===== src/rtl/pcie_rst_seq_pkg.sv =====
// pcie_rst_seq_pkg: shared state encodings and constants for the PCIe reset sequencer
package pcie_rst_seq_pkg;

    typedef enum logic [2:0] {
        S_HOLD      = 3'd0,
        S_POR_REL   = 3'd1,
        S_LINK_WAIT = 3'd2,
        S_UP        = 3'd3,
        S_FAIL      = 3'd4
    } state_e;

    localparam int unsigned LINK_SYNC_STAGES = 2;

endpackage


===== src/rtl/pcie_rst_sync_2ff.sv =====
// pcie_rst_sync_2ff: multi-flop synchronizer for the asynchronous link-up status
module pcie_rst_sync_2ff
    import pcie_rst_seq_pkg::*;
#(
    parameter int unsigned STAGES = LINK_SYNC_STAGES
) (
    input  logic sys_clk,
    input  logic sys_rst_n,
    input  logic d_i,
    output logic q_o
);

    logic [STAGES-1:0] ff;

    always_ff @(posedge sys_clk or negedge sys_rst_n) begin
        if (!sys_rst_n) ff <= '0;
        else            ff <= {ff[STAGES-2:0], d_i};
    end

    assign q_o = ff[STAGES-1];

endmodule


===== src/rtl/pcie_rst_sequencer.sv =====
// pcie_rst_sequencer: ordered POR / PERST# release with supervised, restartable link-up
module pcie_rst_sequencer
    import pcie_rst_seq_pkg::*;
#(
    parameter int unsigned POR_HOLD_CYCLES       = 500,
    parameter int unsigned PERST_DELAY_CYCLES    = 100,
    parameter int unsigned LINKUP_TIMEOUT_CYCLES = 1_000_000,
    parameter int unsigned NUM_PERST             = 2,
    parameter int unsigned CNT_W                 = 24
) (
    input  logic                 sys_clk,
    input  logic                 sys_rst_n,
    input  logic                 restart_i,
    input  logic                 link_up_i,
    output logic                 por_n_o,
    output logic                 cpm_por_n_o,
    output logic [NUM_PERST-1:0] perst_n_o,
    output logic                 done_o,
    output logic                 timeout_o,
    output logic [2:0]           state_o
);

    localparam longint unsigned CNT_SPAN = 64'd1 << CNT_W;

    if (POR_HOLD_CYCLES < 1 || PERST_DELAY_CYCLES < 1 || LINKUP_TIMEOUT_CYCLES < 1) begin : g_min_err
        $error("pcie_rst_sequencer: cycle parameters must be >= 1");
    end
    if (longint'(POR_HOLD_CYCLES) > CNT_SPAN || longint'(PERST_DELAY_CYCLES) > CNT_SPAN ||
        longint'(LINKUP_TIMEOUT_CYCLES) > CNT_SPAN) begin : g_width_err
        $error("pcie_rst_sequencer: cycle parameter exceeds 2**CNT_W");
    end

    localparam logic [CNT_W-1:0] HOLD_TC = CNT_W'(POR_HOLD_CYCLES - 1);
    localparam logic [CNT_W-1:0] REL_TC  = CNT_W'(PERST_DELAY_CYCLES - 1);
    localparam logic [CNT_W-1:0] LINK_TC = CNT_W'(LINKUP_TIMEOUT_CYCLES - 1);

    logic             link_up_s;
    logic [CNT_W-1:0] cnt;
    logic [CNT_W-1:0] cnt_nxt;
    state_e           state;
    state_e           nxt;
    logic             counting;

    pcie_rst_sync_2ff u_link_sync (
        .sys_clk   (sys_clk),
        .sys_rst_n (sys_rst_n),
        .d_i       (link_up_i),
        .q_o       (link_up_s)
    );

    // restart overrides everything; link-up outranks the timeout terminal count
    always_comb begin
        nxt = S_HOLD;
        case (state)
            S_HOLD:      nxt = (cnt == HOLD_TC) ? S_POR_REL : S_HOLD;
            S_POR_REL:   nxt = (cnt == REL_TC) ? S_LINK_WAIT : S_POR_REL;
            S_LINK_WAIT: nxt = link_up_s ? S_UP : (cnt == LINK_TC) ? S_FAIL : S_LINK_WAIT;
            S_UP:        nxt = link_up_s ? S_UP : S_LINK_WAIT;
            S_FAIL:      nxt = S_FAIL;
            default:     nxt = S_HOLD;
        endcase
        if (restart_i) nxt = S_HOLD;
    end

    assign counting = (state == S_HOLD) || (state == S_POR_REL) || (state == S_LINK_WAIT);
    assign cnt_nxt  = (restart_i || nxt != state) ? '0 : counting ? cnt + 1'b1 : cnt;

    // outputs are decoded from the next state so they move on the same edge as state
    always_ff @(posedge sys_clk or negedge sys_rst_n) begin
        if (!sys_rst_n) begin
            state       <= S_HOLD;
            cnt         <= '0;
            por_n_o     <= 1'b0;
            cpm_por_n_o <= 1'b0;
            perst_n_o   <= '0;
            done_o      <= 1'b0;
            timeout_o   <= 1'b0;
        end else begin
            state       <= nxt;
            cnt         <= cnt_nxt;
            por_n_o     <= nxt != S_HOLD;
            cpm_por_n_o <= nxt != S_HOLD;
            perst_n_o   <= {NUM_PERST{nxt == S_LINK_WAIT || nxt == S_UP || nxt == S_FAIL}};
            done_o      <= nxt == S_UP;
            timeout_o   <= nxt == S_FAIL;
        end
    end

    assign state_o = state;

endmodule


===== config.mk =====
export PLATFORM = sky130hd
export DESIGN_NAME = pcie_rst_sequencer
export DESIGN_NICKNAME = d
export VERILOG_FILES = /design/src/rtl/pcie_rst_seq_pkg.sv /design/src/rtl/pcie_rst_sync_2ff.sv /design/src/rtl/pcie_rst_sequencer.sv
export SDC_FILE = /design/constraint.sdc
export NUM_CORES = 1
export LEC_CHECK = 0
export ABC_AREA = 1
export CORE_ASPECT_RATIO = 1.4
export CORE_UTILIZATION = 45
export CTS_CLUSTER_DIAMETER = 80
export DETAILED_ROUTE_END_ITERATION = 7
export HOLD_SLACK_MARGIN = 0.05
export MAX_ROUTING_LAYER = met4
export SLEW_MARGIN = 30
export SYNTH_ARGS = -nofsm -noshare
export SYNTH_HDL_FRONTEND = slang
export SYNTH_SLANG_ARGS = --single-unit

===== constraint.sdc =====
create_clock -name sys_clk -period 2.8 [get_ports sys_clk]
set_input_delay 0.28 -clock sys_clk [delete_from_list [all_inputs] [get_ports sys_clk]]
set_output_delay 0.28 -clock sys_clk [all_outputs]
set_load 0.02 [all_outputs]

# == Word level (Yosys, flattened, before mapping) ==
# Index checks and enable logic that the tools add are counted.
# totals
romBits,0
in_bits,4
latch_bits,0
ramBits,0
word_cells,36
out_inout_bits,9
reg_bits,33
n_memories,0
# op_classes
n_eq_ne,11
bitwise_logic,0
n_addsub,1
div_mod_pow,0
muxes,9
reduce_logical,8
n_shift,0
order_cmp,0
mul,0
# op_table
op,count
$mux W24,2
$add A24 B1 Y24 const B,1
$eq A24 B20 Y1 const B,1
$eq A24 B7 Y1 const B,1
$eq A24 B9 Y1 const B,1
$pmux W3 S5,1
$eq A3 B2 Y1 const B,4
$mux W3,3
$eq A3 B3 Y1 const B,2
$logic_or A1 B1 Y1,5
$eq A3 B1 Y1 const B,1
$logic_not A3 Y1,1
$ne A3 B3 Y1,1
$reduce_bool A3 Y1,1
$mux W1,2
$mux W2,1
$reduce_bool A2 Y1,1

# == Logic depth before layout (Yosys ltp) ==
# depth
word_depth,8
ltp_mapped,15
depth_no_buf,14

# == By module ==
# Synthesis repeated with hierarchy kept, for this count alone.
# hier_totals
cells_unflattened,259
area_unflattened_um2,1968.1
# by_module_without_submodules
mod,area_per_inst_um2,seq_area_each_um2,n_inst,cells_per_inst
pcie_rst_sequencer,1918.1,775.7,1,257
pcie_rst_sync_2ff,50.0,50.0,1,2

# == Worst setup path before layout ==
# No wires, ideal clock.
# synth_timing
path_kind,flip-flop to flip-flop
from,reg cnt[0]
to,reg cnt[12]
setup_slack_ns,1.122
period_less_slack_ns,1.678
n_path_buf,1
setup_time_ns,0.121
stages_incl_launch_ff,15
t_required_ns,2.679
arrival_ns,1.557
cell_sequence,dfrtp_1 > ha_1 > inv_1 > nor2_1 > nand2_1 > nor2_1 > and2_1 > nand2_1 > nand3_2 > nand2_2 > nand2_1 > nand2_1 > nand2_4 > buf_6 > nor2_2
# synth_between
elab_chain_cells,8
word_cells_on_any_way,15
classes_between,add/sub: 1; eq/ne: 4; mux: 8; reduce/logical: 2
# synth_lines
element,line_no,rtl
start: declaration,pcie_rst_sequencer.sv:38,logic [CNT_W-1:0] cnt;
start signal: assignment,pcie_rst_sequencer.sv:80,cnt <= cnt_nxt;
$eq A24 B20 Y1,pcie_rst_sequencer.sv:57,S_LINK_WAIT: nxt = link_up_s ? S_UP : (cnt == LINK_TC) ? S_FAIL : S_LINK_WAIT;
$mux W3 (2 in series),pcie_rst_sequencer.sv:57,
$pmux W3 S5,pcie_rst_sequencer.sv:54,case (state)
$mux W3,pcie_rst_sequencer.sv:62,if (restart_i) nxt = S_HOLD;
$ne A3 B3 Y1,pcie_rst_sequencer.sv:66,assign cnt_nxt = (restart_i || nxt != state) ? '0 : counting ? cnt + 1'b1 : cnt;
$logic_or A1 B1 Y1,pcie_rst_sequencer.sv:66,
$mux W24 / $reduce_bool A2 Y1 (equally long branches),-,
# Parallel ways exist; a longest one is shown, timed or not. The select of a mux whose other input is x is not followed.
# A chain may end at the register's enable or synchronous reset.

# == Worst setup path in the final report ==
# layout_timing
from,reg cnt[0]
to,reg cnt[0]
# The elaborated chain is that of the path after synthesis.

==> flow_summary_export.csv <==
group,metric,value,unit
run_status,status,"completed",
critical_path,path_max_fanout,24,
final_layout,nets,277,
clock_network,cts_resized,0,
global_route,antenna_found_initial,0,
detailed_routing,wire_per_inst,12.30,um
clock_network,cts-root-buf,"clkbuf_8",
clock_network,cts.sinks,33,
clock_network,clk_pin_slew_worst_paths,60,ps
yosys,netlist_instances,257,
yosys,synth_top_family_by_area,"simple AND/OR/NAND/NOR gates",
critical_path,cp-end-kind,"register",
pwr,leakagePower,0.001038,uW
min_path,hp-class,"register to register",
pwr,p_per_area,390.5,nW/um2
clock_network,cts_setup_buffers,0,
yosys,synthAdderAreaFrac,0.6250,%
yosys,synth.top_cells.by_area,"dfrtp_1, nor2_1, nand2_1",
floorplanning,chipWidth,58.37,um
critical_path,cp.arrival,2110,ps
clock_network,numCtsBuffers,5,
yosys,yosys.area_share.simple,38.63,%
clock_network,cts_tree,"yes",
sta,tightest_slew,412.6,ps
final_layout,fill_cells,420,
sta,final-max-slew-violation-count,0,
clock_network,cts_hold_buf,0,
final_layout,final_cell_mix,"nor2_1, nand2_1, dfrtp_1",
final_layout,fin_util,53.13,%
placed_design,port_buffers,12,
sta,slew_headroom,72.49,%
yosys,synthMuxAreaShare,0.5000,%
detailed_routing,drt-pass1-iter-count,4,
placed_design,dp_hpwl,3.137,mm
final_layout,drive_above_1_share,18.38,%
global_route,grt_pass1_wl,7.182,mm
yosys,ys_warn_count,0,
global_route,grt_pass1_vias,1634,
floorplanning,pin_count,13,
critical_path,critical_path_class,"register to register",
clock_network,clockBufferDepth,2,
final_layout,multi_input_area,1006,um2
detailed_routing,drtIter0Drc,50,
yosys,synth_top_cell_area_share,41.25,%
sta,finalSetupTns,0,ps
global_route,grt-ovfl-total,0,
detailed_routing,vias_per_cell,4.708,
final_layout,area_growth,12.50,%
floorplanning,fp.coreArea,4239,um2
detailed_routing,drt_wl_total,4.083,mm
floorplanning,die_y,80.92,um
floorplanning,rows,28,
sta,fmax,513.1,MHz
clock_network,cts.htree.levels,2,
sta,finalClockSkew,6.237,ps
sta,finalHoldViolCount,0,
yosys,syn_area,2002,um2
floorplanning,start_util,47.23,%
final_layout,antenna_cells,0,
yosys,synth_compound_area_share,1.313,%
global_route,grt_max_degree,34,
global_route,track_usage,21.14,%
critical_path,worstPathRequired,2960,ps
final_layout,regArea,825.8,um2
yosys,avgSynthCellArea,7.790,um2
sta,min_period,1949,ps
floorplanning,die_area,4723,um2
sta,rsz0062_at_grt,"no",
placed_design,gp_congestion,0.8441,
yosys,yosys.cell_types.count,28,
sta,setup_violations,0,
pwr,p_total,879.4,uW
yosys,yosysTopAreaCell,"dfrtp_1",
detailed_routing,drc,0,
yosys,yosysSeqAreaShare,41.25,%
yosys,ys_seq_elements,33,
clock_network,worstSkewPairLatency,280,ps
critical_path,start_kind,"register",
final_layout,fin_area,2252,um2
sta,post-route-period-util,69.60,%
final_layout,layout_commonest_cell,"nor2_1",
flow_run,cap_violations,0,
detailed_routing,vias,1563,
yosys,synth_nets,262,
yosys,synth-xor-area-share,9.187,%
detailed_routing,ant_nets,0,
pwr,vdd_drop_max,0.2992,mV
placed_design,placement.cell_area,2166,um2
-- per-stage QoR --
step	setup WS, ps	hold WS, ps	std cells
final	851.1	350.3	332
after global routing	592.2	355.1	332
after CTS	817.7	354.5	332
after detailed placement	839.1	340.5	325
after global placement	875.6	334.6	325
after floorplan	1122	-15.59	257
-- worst paths after layout --
check                                   from  cells past startpoint  slack [ps]                 to
min reg2reg                u_link_sync.ff[0]                      0         350  u_link_sync.ff[1]
min in group asynchronous          sys_rst_n                      2         400            cnt[13]
min                        u_link_sync.ff[0]                      0         350  u_link_sync.ff[1]
max reg2reg                           cnt[0]                     13         850             cnt[0]
max in group asynchronous          sys_rst_n                      2        2090             done_o
max                                   cnt[0]                     13         850             cnt[0]
-- cell usage after synthesis, drive strengths merged --
master,count
a21oi,3
and2,1
buf,5
clkbuf,1
dfrtp,33
ha,1
inv,33
mux2i,1
nand2,51
nand3,22
nand3b,1
nand4,6
nor2,69
nor3,7
nor4,1
o211ai,1
xnor2,5
xor2,16
-- where the power goes --
part	total (uW)	switching (uW)	internal, uW
Combinational	41.1	27.3	13.8
Sequential	486	4.41	482
Clock	352	157	195
-- cell type report --
cell class | instances | area share [%]
multi-input cells | 185 | 44.67
clock buffers | 7 | 3.833
well taps | 60 | 3.333
flip-flops and latches | 33 | 36.67
repair buffers | 14 | 6.000
inverters | 33 | 5.500
-- state kept, by name, summed over array words and instances (netlist names) --
| signal | cells |
|---|---|
| state_o | 3 |
| cpm_por_n_o | 1 |
| timeout_o | 1 |
| done_o | 1 |
| perst_n_o | 1 |
| cnt | 24 |
| u_link_sync.ff | 2 |
-- critical path, stage by stage (launching register included) --
cell,delay [ps]
dfrtp_1,380
ha_1,240
inv_1,60
nor2_1,80
nand2_1,50
nor2_1,120
and2_1,140
nand2_1,60
nand3_2,80
nand2_2,70
nand2_1,60
nand2_1,80
nand2_4,320
nor2_1,70
-- logic make-up (layout without fill, tap and decap cells) --
logic type	count (synthesis)	count (layout)
simple gates	158	158
buf+inv	39	54
flops	33	33
xor+xnor	21	21
compound gates	4	4
fa+ha+maj	1	1
mux	1	1
-- per-layer routing --
layer / GRT usage [%] / wire (um)
met5: - / 0
met3: 3.822 / 55
met2: 38.05 / 2141
met1: 22.71 / 1812
met4: 8.333 / 74
Note: power is estimated with default switching activity, not from simulation.
==> RTL edit: new RTL, config.mk and constraints unchanged <==
Set the parameter `CNT_W` to 23 (it was 24).
--- a/src/rtl/pcie_rst_sequencer.sv
+++ b/src/rtl/pcie_rst_sequencer.sv
@@ -6,7 +6,7 @@
     parameter int unsigned PERST_DELAY_CYCLES    = 100,
     parameter int unsigned LINKUP_TIMEOUT_CYCLES = 1_000_000,
     parameter int unsigned NUM_PERST             = 2,
-    parameter int unsigned CNT_W                 = 24
+    parameter int unsigned CNT_W                 = 23
 ) (
     input  logic                 sys_clk,
     input  logic                 sys_rst_n,
Check against the original RTL: same outputs for any inputs over 10 cycles, from zero or initial values and one cycle with sys_rst_n low; that may be too few to reach the edited logic, so the function may still have changed.
==> RTL edit against the original RTL <==
- final area shrank 5.4%
- first-iteration DRC count shrank 2.0%
- synthesized cell count shrank 6.6%
- synthesized area shrank 6.5%
- largest cell class unchanged
- setup slack lost 110 ps
- largest power group unchanged
- sequential cell count shrank 1
- wire length shrank 2.4%
- total power grew 0.17%
==> RTL edit: results <==
power_and_ir_drop:
  power_leakage_nw: 0.978
  vdd_ir_drop_max_uv: 358
grt:
  grt_pass1_wl_mm: 7.11
  grt_max_degree: 33
  grtUsageTotal_pct: 21.3
final_layout:
  drive_gt1_share_pct: 16.3
  nets: 262
  largest_reg_flops: 23
synth:
  synth_xor_area_share_pct: 8.42
  yosys-top-cells-count: "nand2_1, nor2_1, dfrtp_1, inv_1, nor2_2"
  synth_compound_area_share_pct: 3.28
  synthCells: 240
  muxShareOfSynthArea_pct: 0.535
  netlist_top_cells_area: "dfrtp_1, nand2_1, nor2_1"
  yosysSeqAreaShare_pct: 42.8
  synthAdderAreaFrac_pct: 0.668
placed_design:
  dp.cells: 293
  dpl_worst_slack_ps: 758
  gp_congestion: 0.979
  dpl.hpwl_mm: 2.97
run_status:
  status: "finished, final reports clean"
route:
  wl_met3_um: 168
  wirelength_mm: 3.99
  met2_length_mm: 2.03
  wirelength_met1_mm: 1.68
  vias_per_cell: 5.07
timing:
  tightest_slew_ps: 409
## RTL edit: cell types whose count changed after synthesis, moves of 2 or more
cell and delta:
xnor2_1 -3, inv_2 -4, nor2_1 -6, o21ai_0 +2, nor3_1 +3, nor3_2 -3, nand4_1 -4, o21ai_1 +2
inv_1 -2
## RTL edit: worst paths after layout
| check | start | to | slack [ps] | depth (start not counted) |
|---|---|---|---|---|
| hold reg to reg | u_link_sync.ff[0] | u_link_sync.ff[1] | 350 | 0 |
| setup / recovery | cnt[1] | cnt[6] | 750 | 14 |
| hold / removal | u_link_sync.ff[0] | u_link_sync.ff[1] | 350 | 0 |
| setup reg to reg | cnt[1] | cnt[6] | 750 | 14 |
| max in group asynchronous | sys_rst_n | cnt[15] | 2110 | 2 |
| min in group asynchronous | sys_rst_n | cnt[20] | 390 | 2 |
## RTL edit: power breakdown
| part | switching (mW) | leakage [nW] | total (mW) | internal [mW] |
|---|---|---|---|---|
| logic | 0.0287 | 0.493 | 0.0452 | 0.0165 |
| clock network | 0.164 | 0.0455 | 0.364 | 0.200 |
| registers | 0.00468 | 0.440 | 0.472 | 0.467 |
| total | 0.197 | 0.978 | 0.881 | 0.684 |
## RTL edit: final cells by class
class / instances / area, sq um
fill: 387 / 1820
multi-input combinational: 175 / 925
sequential: 32 / 801
timing repair buffer: 15 / 155
inverter: 28 / 105
clock buffer: 8 / 90.1
tap: 43 / 53.8
## RTL edit: logic make-up (layout without fill, tap and decap cells)
logic type | after synthesis | count (layout)
DFF | 32 | 32
and+or+nand+nor | 145 | 145
muxes | 1 | 1
xor gates and xnor gates | 18 | 18
adders and majority gates | 1 | 1
buffers and inverters | 33 | 51
AOI/OAI and AO/OA | 10 | 10
## RTL edit: routing by layer
layer  up-vias  GRT usage [%]
li1        778              -
met4         0           9.02
met1       698           23.6
met5         -              -
met3        12           4.12
met2        39           36.9
## RTL edit: stage by stage
step | cell area [sq um] | util, %
2_1_floorplan | 1870 | -
3_3_place_gp | 2040 | 51.6
3_5_place_dp | 2040 | 51.6
4_1_cts | 2130 | 53.9
5_1_grt | 2130 | 53.9
6_report | 2130 | 53.9
## RTL edit: critical path: cells and delay by family (launching register included)
kind | cells | cell delay [ps]
fa+ha+maj | 1 | 270
buf+inv | 2 | 300
flops | 1 | 380
simple gates | 11 | 1040
